File: src/rtl/fetch_sequencer_if.sv
// Instruction issue bus from the fetch sequencer to decode/execute.
// The master drives the assembled instruction and valid; the slave returns ready.
interface fetch_sequencer_if #(
   parameter int ADDR_W = 16,
   parameter int DATA_W = 8
);
   logic                  instr_valid;
   logic                  instr_ready;
   logic [DATA_W-1:0]     opcode;
   logic [2*DATA_W-1:0]   operand;
   logic [1:0]            instr_len;
   logic [ADDR_W-1:0]     instr_pc;

   modport master (
      output instr_valid,
      output opcode,
      output operand,
      output instr_len,
      output instr_pc,
      input  instr_ready
   );

   modport slave (
      input  instr_valid,
      input  opcode,
      input  operand,
      input  instr_len,
      input  instr_pc,
      output instr_ready
   );
endinterface

File: src/rtl/fetch_sequencer.sv
// Variable-length (1-3 byte) instruction fetch controller with jump handling.
// Optional macro FETCH_PERF_EN adds a saturating issued-instruction counter port.
module fetch_sequencer #(
   parameter int ADDR_W = 16,
   parameter int DATA_W = 8
) (
   input  logic              clock,
   input  logic              reset,
   input  logic [ADDR_W-1:0] pc_count,
   output logic              pc_increment,
   output logic              pc_set,
   output logic [ADDR_W-1:0] pc_new_count,
   input  logic [DATA_W-1:0] mem_data,
   input  logic              halt,
   input  logic              jump_req,
   input  logic [ADDR_W-1:0] jump_target,
   output logic              jump_ack,
   fetch_sequencer_if.master issue
`ifdef FETCH_PERF_EN
   ,
   output logic [15:0]       instr_count
`endif
);

   typedef enum logic [2:0] {
      REQ_OP = 3'd0,
      CAP_OP = 3'd1,
      CAP_LO = 3'd2,
      CAP_HI = 3'd3,
      ISSUE  = 3'd4
   } state_t;

   state_t                state_r;
   state_t                next_state_s;
   logic [DATA_W-1:0]     opcode_r;
   logic [2*DATA_W-1:0]   operand_r;
   logic [1:0]            len_r;
   logic [ADDR_W-1:0]     instr_pc_r;
   logic                  valid_s;
   logic [1:0]            op_len_s;

   // Instruction length from the two opcode MSBs: 00 -> 1, 01 -> 2, 1x -> 3.
   function automatic logic [1:0] decode_len(input logic [DATA_W-1:0] op);
      logic [1:0] len;
      case (op[DATA_W-1 -: 2])
         2'b00:   len = 2'd1;
         2'b01:   len = 2'd2;
         default: len = 2'd3;
      endcase
      return len;
   endfunction

   assign op_len_s = decode_len(mem_data);

   // State register.
   always_ff @(posedge clock) begin
      if (!reset) begin
         state_r <= REQ_OP;
      end else begin
         state_r <= next_state_s;
      end
   end

   // Next-state logic; a jump restarts fetch at an instruction boundary.
   always_comb begin
      next_state_s = state_r;
      if (jump_req) begin
         next_state_s = REQ_OP;
      end else begin
         case (state_r)
            REQ_OP:  next_state_s = halt ? REQ_OP : CAP_OP;
            CAP_OP:  next_state_s = (op_len_s != 2'd1) ? CAP_LO : ISSUE;
            CAP_LO:  next_state_s = (len_r == 2'd3) ? CAP_HI : ISSUE;
            CAP_HI:  next_state_s = ISSUE;
            ISSUE:   next_state_s = issue.instr_ready ? REQ_OP : ISSUE;
            default: next_state_s = REQ_OP;
         endcase
      end
   end

   // Strobes and valid; everything is quiet while reset is asserted.
   always_comb begin
      pc_increment = 1'b0;
      pc_set       = 1'b0;
      pc_new_count = '0;
      jump_ack     = 1'b0;
      valid_s      = 1'b0;
      if (!reset) begin
         pc_set = 1'b0;
      end else if (jump_req) begin
         pc_set       = 1'b1;
         pc_new_count = jump_target;
         jump_ack     = 1'b1;
      end else begin
         case (state_r)
            REQ_OP:  pc_increment = !halt;
            CAP_OP:  pc_increment = (op_len_s != 2'd1);
            CAP_LO:  pc_increment = (len_r == 2'd3);
            ISSUE:   valid_s      = 1'b1;
            default: valid_s      = 1'b0;
         endcase
      end
   end

   // Instruction field capture; a jump cycle captures nothing.
   always_ff @(posedge clock) begin
      if (!reset) begin
         opcode_r   <= '0;
         operand_r  <= '0;
         len_r      <= 2'd0;
         instr_pc_r <= '0;
      end else if (!jump_req) begin
         case (state_r)
            REQ_OP: begin
               if (!halt) begin
                  instr_pc_r <= pc_count;
               end
            end
            CAP_OP: begin
               opcode_r  <= mem_data;
               operand_r <= '0;
               len_r     <= op_len_s;
            end
            CAP_LO:  operand_r[DATA_W-1:0]        <= mem_data;
            CAP_HI:  operand_r[2*DATA_W-1:DATA_W] <= mem_data;
            default: len_r                        <= len_r;
         endcase
      end
   end

   assign issue.instr_valid = valid_s;
   assign issue.opcode      = opcode_r;
   assign issue.operand     = operand_r;
   assign issue.instr_len   = len_r;
   assign issue.instr_pc    = instr_pc_r;

`ifdef FETCH_PERF_EN
   logic [15:0] instr_count_r;

   // Saturating count of accepted instructions; jumps leave it untouched.
   always_ff @(posedge clock) begin
      if (!reset) begin
         instr_count_r <= 16'd0;
      end else if (valid_s && issue.instr_ready && (instr_count_r != 16'hFFFF)) begin
         instr_count_r <= instr_count_r + 16'd1;
      end
   end

   assign instr_count = instr_count_r;
`endif

endmodule

File: src/flat_wrapper.sv
// flat-port wrapper written by rule: the top's interface ports become plain ports
module fetch_sequencer_flat 
#(
   parameter int ADDR_W = 16,
   parameter int DATA_W = 8
)
  (clock, reset, pc_count, pc_increment, pc_set, pc_new_count, mem_data, halt, jump_req, jump_target, jump_ack, issue_instr_valid, issue_opcode, issue_operand, issue_instr_len, issue_instr_pc, issue_instr_ready);
  fetch_sequencer_if #(.ADDR_W(ADDR_W), .DATA_W(DATA_W)) issue_i ();
  input  logic clock;
  input  logic reset;
  input  logic [ADDR_W-1:0] pc_count;
  output logic pc_increment;
  output logic pc_set;
  output logic [ADDR_W-1:0] pc_new_count;
  input  logic [DATA_W-1:0] mem_data;
  input  logic halt;
  input  logic jump_req;
  input  logic [ADDR_W-1:0] jump_target;
  output logic jump_ack;
  output wire logic [$bits(issue_i.instr_valid)-1:0] issue_instr_valid;
  output wire logic [$bits(issue_i.opcode)-1:0] issue_opcode;
  output wire logic [$bits(issue_i.operand)-1:0] issue_operand;
  output wire logic [$bits(issue_i.instr_len)-1:0] issue_instr_len;
  output wire logic [$bits(issue_i.instr_pc)-1:0] issue_instr_pc;
  input wire logic [$bits(issue_i.instr_ready)-1:0] issue_instr_ready;
  assign issue_instr_valid = issue_i.instr_valid;
  assign issue_opcode = issue_i.opcode;
  assign issue_operand = issue_i.operand;
  assign issue_instr_len = issue_i.instr_len;
  assign issue_instr_pc = issue_i.instr_pc;
  assign issue_i.instr_ready = issue_instr_ready;
  fetch_sequencer #(.ADDR_W(ADDR_W), .DATA_W(DATA_W)) u_core (.clock(clock), .reset(reset), .pc_count(pc_count), .pc_increment(pc_increment), .pc_set(pc_set), .pc_new_count(pc_new_count), .mem_data(mem_data), .halt(halt), .jump_req(jump_req), .jump_target(jump_target), .jump_ack(jump_ack), .issue(issue_i));
endmodule
File: config.mk
export PLATFORM = sky130hd
export DESIGN_NAME = fetch_sequencer_flat
export DESIGN_NICKNAME = d
export VERILOG_FILES = /design/src/rtl/fetch_sequencer_if.sv /design/src/rtl/fetch_sequencer.sv /design/src/flat_wrapper.sv
export SDC_FILE = /design/constraint.sdc
export NUM_CORES = 1
export LEC_CHECK = 0
export BUFFER_PORTS_ARGS = -buffer_cell sky130_fd_sc_hd__buf_4
export CORE_UTILIZATION = 44
export DETAILED_ROUTE_END_ITERATION = 12
export GPL_TIMING_DRIVEN = 1
export PLACE_DENSITY = 0.79
export SYNTH_ARGS = -nofsm -noshare
export SYNTH_HDL_FRONTEND = slang
export SYNTH_SLANG_ARGS = --single-unit
File: constraint.sdc
create_clock -name clock -period 1.83 [get_ports clock]
set_input_delay 0.183 -clock clock [delete_from_list [all_inputs] [get_ports clock]]
set_output_delay 0.183 -clock clock [all_outputs]
set_load 0.02 [all_outputs]
# Word level (Yosys, flattened, before mapping)
# Cells that the tools add are included.
[totals]
latch_bits = 0
elab_cells = 44
ramBits = 0
romBits = 0
register_bits = 45
mem_count = 0
[classes]
eq_ne = 7
div_mod_pow = 0
addsub = 0
multipliers = 0
order_cmp = 0
muxes = 18
n_reduce_logical = 10
bitwise = 3
shift = 0
[op_table]
columns = ["operator", "n"]
rows = [
  ["$mux W16", 2],
  ["$pmux W8 S2", 2],
  ["$pmux W3 S5", 1],
  ["$mux W3", 3],
  ["$mux W1", 8],
  ["$eq A3 B2 Y1 const B", 2],
  ["$reduce_and A2 Y1", 3],
  ["$pmux W2 S2", 1],
  ["$reduce_bool A2 Y1", 2],
  ["$eq A3 B1 Y1 const B", 1],
  ["$eq A3 B3 Y1 const B", 1],
  ["$logic_not A3 Y1", 1],
  ["$not A1 Y1", 3],
  ["$pmux W1 S3", 1],
  ["$reduce_and A3 Y1", 1],
  ["$eq A2 B1 Y1 const B", 1],
  ["$eq A2 B2 Y1 const B", 1],
  ["$logic_not A2 Y1", 1],
  ["$ne A2 B1 Y1 const B", 1],
  ["$reduce_or A2 Y1", 1],
  ["$logic_not A1 Y1", 1],
]

# Depth between registers and ports, before layout
# Gate-level depths: netlist (run 1).
[depth]
depth_word = 6
ltp_mapped = 6
mapped_depth_nobuf = 3

# Least setup slack after synthesis (run 1)
# OpenSTA, ideal clock, no wires.
[synth_timing]
kind = "register -> output"
startpoint = "register u_core.state_r[1]"
endpoint = "output port pc_increment"
setup_slack_ns = 0.303
stages_incl_launch_ff = 5
t_arrival_ns = 1.344
n_path_buf = 1
path_cell_list = "dfxtp_1 buf_4 nor2b_1 a2111oi_1 o2111a_1"
[synth_between]
elab_chain_len = 4
[synth_rtl]
columns = ["item", "line", "text"]
rows = [
  ["start: declaration", "fetch_sequencer.sv:33", "state_t state_r;"],
  ["start signal: assignment", "fetch_sequencer.sv:60", "state_r <= next_state_s;"],
  ["$eq A3 B2 Y1, or another cell as far along", "fetch_sequencer.sv:95", "case (state_r)"],
  ["$pmux W1 S3 *", "fetch_sequencer.sv:95", ""],
  ["$mux W1 *", "fetch_sequencer.sv:90", "end else if (jump_req) begin"],
  ["$mux W1 *", "fetch_sequencer.sv:88", "if (!reset) begin"],
  ["end: declaration", "flat_wrapper.sv:12", "output logic pc_increment;"],
]
# Mark *: on every way between the ends. The rest lies on a longest branch, timed or not.

# Worst setup path after layout (run 1)
[layout_timing]
startpoint = "register u_core.len_r[0] (netlist: u_core.issue.instr_len[0])"
endpoint = "output port pc_increment"
[layout_between]
elab_chain_len = 4
[layout_rtl]
columns = ["item", "line", "text"]
rows = [
  ["start: declaration", "fetch_sequencer.sv:37", "logic [1:0] len_r;"],
  ["start signal: assignment", "fetch_sequencer.sv:122", "len_r <= op_len_s;"],
  ["start signal: assignment", "fetch_sequencer.sv:126", "default: len_r <= len_r;"],
  ["$eq A2 B2 Y1", "fetch_sequencer.sv:98", "CAP_LO: pc_increment = (len_r == 2'd3);"],
  ["$pmux W1 S3", "fetch_sequencer.sv:95", ""],
  ["$mux W1", "fetch_sequencer.sv:90", ""],
  ["$mux W1", "fetch_sequencer.sv:88", ""],
]
# No other way between the ends.

==> results of run 1 <==
## how the worst max path moves through the flow
stage	endpoint	slack, ns	cells after the start
floorplan	pc_increment	0.30	4
global placement	u_core.issue.instr_pc[12]	0.22	3
detailed placement	u_core.issue.instr_pc[11]	0.19	3
CTS	pc_increment	0.01	4
global route	pc_increment	-0.0001	4
finish	pc_increment	0.08	4
## critical path, cell delays in order, from the launching register on
cell	delay, ns
dfxtp_2	0.37
nand2_1	0.12
a2111oi_4	0.41
o2111a_1	0.22
buf_4	0.14
## cell usage in the layout (no fill, tap or decap), types with 2 or more instances in the layout
cell type / n
o21ai_1: 25
nor3b_4: 2
nor2_1: 2
and3_1: 17
dfxtp_1: 41
dfxtp_2: 4
a21oi_1: 44
nand3_1: 25
nor2b_1: 2
nand4_1: 8
buf_4: 112
or2_1: 2
nor3_1: 2
clkbuf_8: 5
nand2_1: 29
nand2b_1: 2
## cell families after synthesis
logic type / after synthesis / synth area share, %
AO/OA/AOI/OAI: 72 / 18.69
XOR/XNOR: 2 / 1.250
buffers and inverters: 24 / 5.749
flip-flops: 45 / 45.00
AND/OR/NAND/NOR: 101 / 29.31
## power by group
part           switching, uW  internal, uW
Sequential              14.6          1000
Combinational            191           162
Clock                    342           410
Total                    548          1570
## layer usage
| metal | routed length, um | part of all wire (%) | vias to the layer above | track usage [%] |
|---|---|---|---|---|
| li1 | - | - | 1066 | - |
| met3 | 524 | 9.3 | 7 | 5.959 |
| met5 | 0 | 0 | - | 0 |
| met1 | 2333 | 41 | 965 | 29.49 |
| met2 | 2722 | 48 | 118 | 37.97 |
| met4 | 51 | 0.91 | 0 | 8.163 |
## cell usage after synthesis, types with 2 or more instances
cell type   n  area (sq um)
or2_1       2         12.51
nand2_1    29         108.9
buf_2       5         25.02
a21oi_1    44         220.2
nand4_1     8         50.05
o21ai_1    25         125.1
dfxtp_1    45         900.9
nand3_1    25         125.1
clkbuf_1   12         45.04
and3_1     17         106.4
nor3b_4     2         37.54
buf_4       3         22.52
nand2b_1    2         12.51
nor2_1      3         11.26
nor2b_1     2         12.51
nor3_1      2         10.01
## registers in the layout, indices dropped and copies added (netlist names)
register / flops
u_core.issue.instr_len: 2
u_core.issue.instr_pc: 16
u_core.issue.opcode: 8
u_core.issue.operand: 16
u_core.state_r: 3
## per-stage QoR
| step | setup WS [ns] | instances | hold WS, ns |
|---|---|---|---|
| after global routing | -0.0001391 | 396 | 0.1332 |
| final | 0.07646 | 396 | 0.1392 |
| after floorplan | 0.3028 | 244 | 0.3190 |
| after detailed placement | 0.1914 | 388 | 0.4500 |
| after global placement | 0.2213 | 388 | 0.4387 |
| after CTS | 0.01068 | 396 | 0.1334 |
## area by class of cell
| type | instances | area (sq um) | area share (%) |
|---|---|---|---|
| inverter | 2 | 7.507 | 0.2530 |
| timing repair buffer | 114 | 872.1 | 29.38 |
| tap | 52 | 65.06 | 2.192 |
| clock inverter | 2 | 38.79 | 1.307 |
| multi-input combinational | 175 | 1006 | 33.90 |
| sequential | 45 | 905.9 | 30.52 |
| clock buffer | 6 | 72.57 | 2.445 |
## timing repair
| item | 4_1_cts | 5_1_grt |
|---|---|---|
| endpoints found under the hold margin | 0 | 0 |
| gates resized for setup | 1 | 7 |
| endpoints found under the setup margin | 1 | 1 |
| pin swaps | 0 | 0 |
==> results by group, run 1 <==
Clock network
  – CTS tree: done
  – Num CTS Buffers: 5
  – CTS sink cnt: 45
  – # H-tree levels: 2
  – Root buffer cell: clkbuf_8
  – # hold bufs at CTS: 0
  – Clock-pin slew on the worst setup and hold paths: 0.09 ns
  – Setup Buffers After CTS: 0
  – Clk buf depth: 2
  – Clock latency on the worst-skew pair: 0.30 ns

Cells and area
  – Final Util: 68.16%
  – Final non-filler cell area: 2968 sq um
  – Ant diodes: 0
  – Fillers: 372
  – Final #Nets: 388
  – Share of layout cells above drive strength 1: 38.66%
  – Syn-to-layout area delta: 48.25%

Logic synthesis
  – Main synth FF type: dfxtp_1
  – Yosys warning count: 0
  – Yosys cell types: 34
  – EDFF count, synth: 0
  – Seq/Total Area, Yosys: 45.00%
  – Asr flop ratio synth: 0%
  – Syn Nets: 289
  – Cell Area, Synth: 2002 sq um
  – Synth Instances: 244
  – Syn Area/Cell: 8.205 sq um
  – Synthesized flop and latch total: 45

STA
  – Clock Skew: 0.009319 ns
  – Rel. slew slack: 64.54%
  – Fin. max-slew vios: 0
  – Maximum clock frequency: 570.3 MHz
  – Fin crit share: 95.82%
  – Final min period: 1.754 ns
  – Slew at the pin closest to its max-slew limit: 0.5319 ns
  – Setup TNS: 0 ns
  – Endpoints failing hold: 0
  – Final setup viols: 0

Drt
  – Drt via density: 5.444
  – ANT nets after route: 0
  – Drt wl/cell: 14.22 um
  – DR iter-0 viols: 80
  – # DRC: 0
  – Final WL: 5631 um
  – First drt pass iteration count: 4
  – Vias: 2,156

GRT
  – Vias in the first global route: 1,995
  – Total GRT Usage: 23.18%
  – Grt total ovfl: 0
  – First-pass GRT wire length: 9073 um
  – Initial antenna violation count: 0
  – Largest net degree at the start of global routing: 43

Critical path
  – Max FO, Critical Path: 4
  – CP Launch Type: register
  – CP arrival: 1.57 ns
  – Crit end category: output port
  – Worst R2R Start: u_core.state_r[2]
  – Critical R2R Capture: u_core.issue.instr_pc[11]
  – Setup Crit Path Kind: reg2out
  – Req. time, crit path: 1.65 ns
  – R2R depth: 3
  – Crit path launch: u_core.issue.instr_len[0]
  – R2R setup slack: 0.22 ns

Worst hold path
  – Hold endpoint: u_core.issue.instr_pc[10]
  – WHS Path Cells: 3
  – Worst hold path startpoint: pc_count[10]
  – Min-delay worst type: in2reg

Job
  – Max cap viols: 0

Die
  – DIE AREA: 4823 sq um
  – Ports: 107
  – Row cnt: 24
  – Die Span Y: 69.45 um
  – Initial Util: 45.98%
  – Die width: 69.45 um
  – Core area: 4354 sq um

Outcome
  – Status: complete, no violations

Pwr
  – VDD IR-drop max: 0.0004255 V
  – P_leak: 0.001281 uW
  – Pwr/cell area: 715.1 nW/um^2
  – Total chip power: 2122 uW

Placement
  – IO Port Bufs: 106
  – Placement Cell Area: 2828 sq um
  – DP HPWL: 3898 um
  – GP Congestion: 0.7709
Power figures use the tool's default switching activity.
==> run 2, diff against run 1 <==
- RECOVER_POWER: not set -> 25
==> results by group, run 2 (synthesis gave the netlist of run 1 again) <==
Outcome
  – Status: complete, no violations

GRT
  – Initial antenna violation count: 0 (unchanged)
  – Total GRT Usage: 23.18% (unchanged)
  – Largest net degree at the start of global routing: 43 (unchanged)
  – Grt total ovfl: 0 (unchanged)
  – Vias in the first global route: 1,995 (unchanged)
  – First-pass GRT wire length: 9073 um (unchanged)

STA
  – Maximum clock frequency: 570.2 MHz (about the same)
  – Hold WS: 0.1399 ns (+0.0006840 ns)
  – Setup TNS: 0 ns (unchanged)
  – Endpoints failing hold: 0 (unchanged)
  – Rel. slew slack: 64.57% (about the same)
  – Clock Skew: 0.009611 ns (+0.0002922 ns)
  – Fin crit share: 95.83% (about the same)
  – Final setup viols: 0 (unchanged)
  – Fin. max-slew vios: 0 (unchanged)
  – Final min period: 1.754 ns (+0.0002262 ns)
  – Slew at the pin closest to its max-slew limit: 0.5315 ns (-0.0004031 ns)

Cells and area
  – Multi-input gate area: 1006 sq um (unchanged)
  – Fin cells: 396 (unchanged)
  – Fillers: 398 (+7.0%)
  – Share of layout cells above drive strength 1: 31.40% (-7.3 points)
  – Ant diodes: 0 (unchanged)
  – Register Area: 905.9 sq um (unchanged)
  – Most frequent cells in the layout: buf_4, a21oi_1, dfxtp_1
  – Most common cell after layout, fill and taps aside: buf_4
  – Final Util: 65.95% (-2.2 points)
  – Final #Nets: 388 (unchanged)
  – Syn-to-layout area delta: 43.44%

Critical path
  – Critical R2R Capture: u_core.issue.instr_pc[11]
  – Crit path capture: pc_increment
  – CP Launch Type: register
  – Critical-path top delay cell: a2111oi_4
  – Stages on worst setup path: 4 (unchanged)
  – Crit end category: output port
  – CP max stage delay: 0.41 ns (about the same)
  – Max FO, Critical Path: 4 (unchanged)
  – Setup Crit Path Kind: reg2out
  – R2R depth: 3 (unchanged)
  – R2R setup slack: 0.22 ns (about the same)
  – CP Buf/Inv Count: 1 (unchanged)
  – Crit path launch: u_core.issue.instr_len[0]
  – Req. time, crit path: 1.65 ns (about the same)
  – CP top delay family: compound AO/OA/AOI/OAI gates
  – Worst R2R Start: u_core.state_r[2]
  – Cell Chain, Critical Path: nand2_1 -> a2111oi_4 -> o2111a_1 -> buf_4
  – CP arrival: 1.57 ns (about the same)

Drt
  – Drt wl/cell: 14.20 um (-0.16%)
  – # DRC: 0 (unchanged)
  – Vias: 2,167 (+0.51%)
  – DR iter-0 viols: 81 (+1.3%)
  – Drt via density: 5.472 (+0.51%)
  – Final WL: 5622 um (-0.16%)
  – First drt pass iteration count: 4 (unchanged)
  – ANT nets after route: 0 (unchanged)

Die
  – DIE AREA: 4823 sq um (unchanged)
  – Die Span Y: 69.45 um (unchanged)
  – Ports: 107 (unchanged)
  – Row cnt: 24 (unchanged)
  – Die width: 69.45 um (unchanged)
  – Initial Util: 45.98% (unchanged)
  – Core area: 4354 sq um (unchanged)

Placement
  – Placed Instances: 388 (unchanged)
  – IO Port Bufs: 106 (unchanged)
  – DP HPWL: 3898 um (unchanged)
  – GP Congestion: 0.7709 (unchanged)

Pwr
  – Pwr/cell area: 733.0 nW/um^2 (+2.5%)
  – VDD IR-drop max: 0.0004263 V (+0.17%)
  – Clock power share: 35.7% (+0.2 points)
  – Total chip power: 2105 uW (-0.82%)
  – Switch Pwr: 547.5 uW (about the same)
  – Int Power: 1557 uW (-1.1%)
  – P_leak: 0.001176 uW (-8.2%)
  – Seq pwr share: 48.3% (+0.4 points)
  – Sw Ratio: 26.01% (+0.19 points)
  – Comb power frac: 15.9% (-0.7 points)

Clock network
  – Clock latency on the worst-skew pair: 0.30 ns (about the same)
  – CTS sink cnt: 45 (unchanged)
  – Clk buf depth: 2 (unchanged)
  – CTS tree: done
  – Num CTS Buffers: 5 (unchanged)
  – # H-tree levels: 2 (unchanged)
  – Clock-pin slew on the worst setup and hold paths: 0.09 ns (about the same)
  – # hold bufs at CTS: 0 (unchanged)
  – Root buffer cell: clkbuf_8

Worst hold path
  – WHS Path Cells: 3 (unchanged)
  – Min-delay worst type: in2reg

Job
  – Max cap viols: 0 (unchanged)
run 2: power groups by stage:
stage | logic [uW] | registers [uW] | clock network (uW)
3_3_place_gp | 344 | 1040 | 0
5_1_grt | 361 | 1020 | 811
2_1_floorplan | 153 | 1060 | 0
4_1_cts | 350 | 1020 | 759
3_5_place_dp | 348 | 1040 | 0
6_report | 336 | 1020 | 752
run 2: per-stage QoR:
stage / worst slack [ns] / area [sq um]
after floorplan: 0.3028 / 2002
after CTS: 0.01068 / 2944
after detailed placement: 0.1914 / 2828
after global routing: -0.0001852 / 2872
final: 0.07623 / 2872
after global placement: 0.2213 / 2828
run 2: what timing repair did:
item,4_1_cts,5_1_grt
setup buffers,0,0
resized for setup,1,7
endpoints found under the setup margin,1,1
cloned,0,0
run 2: layout make-up:
cell class              instances  area share (%)
multi-input cells             175           35.03
flip-flops and latches         45           31.55
repair buffers                114           27.02
clock buffers                   6           2.527
well taps                      52           2.266
clock inverters                 2           1.351
inverters                       2          0.2614
run 2: worst reg2reg max path: stages (launching register included):
cell	delay (ns)
dfxtp_2	0.40
or4_1	0.76
o21ai_1	0.25
a21oi_1	0.09
run 2: routing by layer:
| layer | vias to the layer above | GRT usage (%) | share of wire [%] |
|---|---|---|---|
| met1 | 978 | 29.49 | 41 |
| met2 | 116 | 37.97 | 48 |
| met5 | - | 0 | 0 |
| met3 | 7 | 5.959 | 9.5 |
| met4 | 0 | 8.163 | 0.91 |
| li1 | 1066 | - | - |
run 2: worst min-delay path by stage:
stage	start	endpoint	slack, ns
floorplan	mem_data[0]	u_core.issue.opcode[0]	0.32
global placement	u_core.issue.operand[8]	u_core.issue.operand[8]	0.44
detailed placement	u_core.issue.opcode[1]	u_core.issue.opcode[1]	0.45
CTS	pc_count[9]	u_core.issue.instr_pc[9]	0.13
global route	pc_count[3]	u_core.issue.instr_pc[3]	0.13
finish	pc_count[3]	u_core.issue.instr_pc[3]	0.14
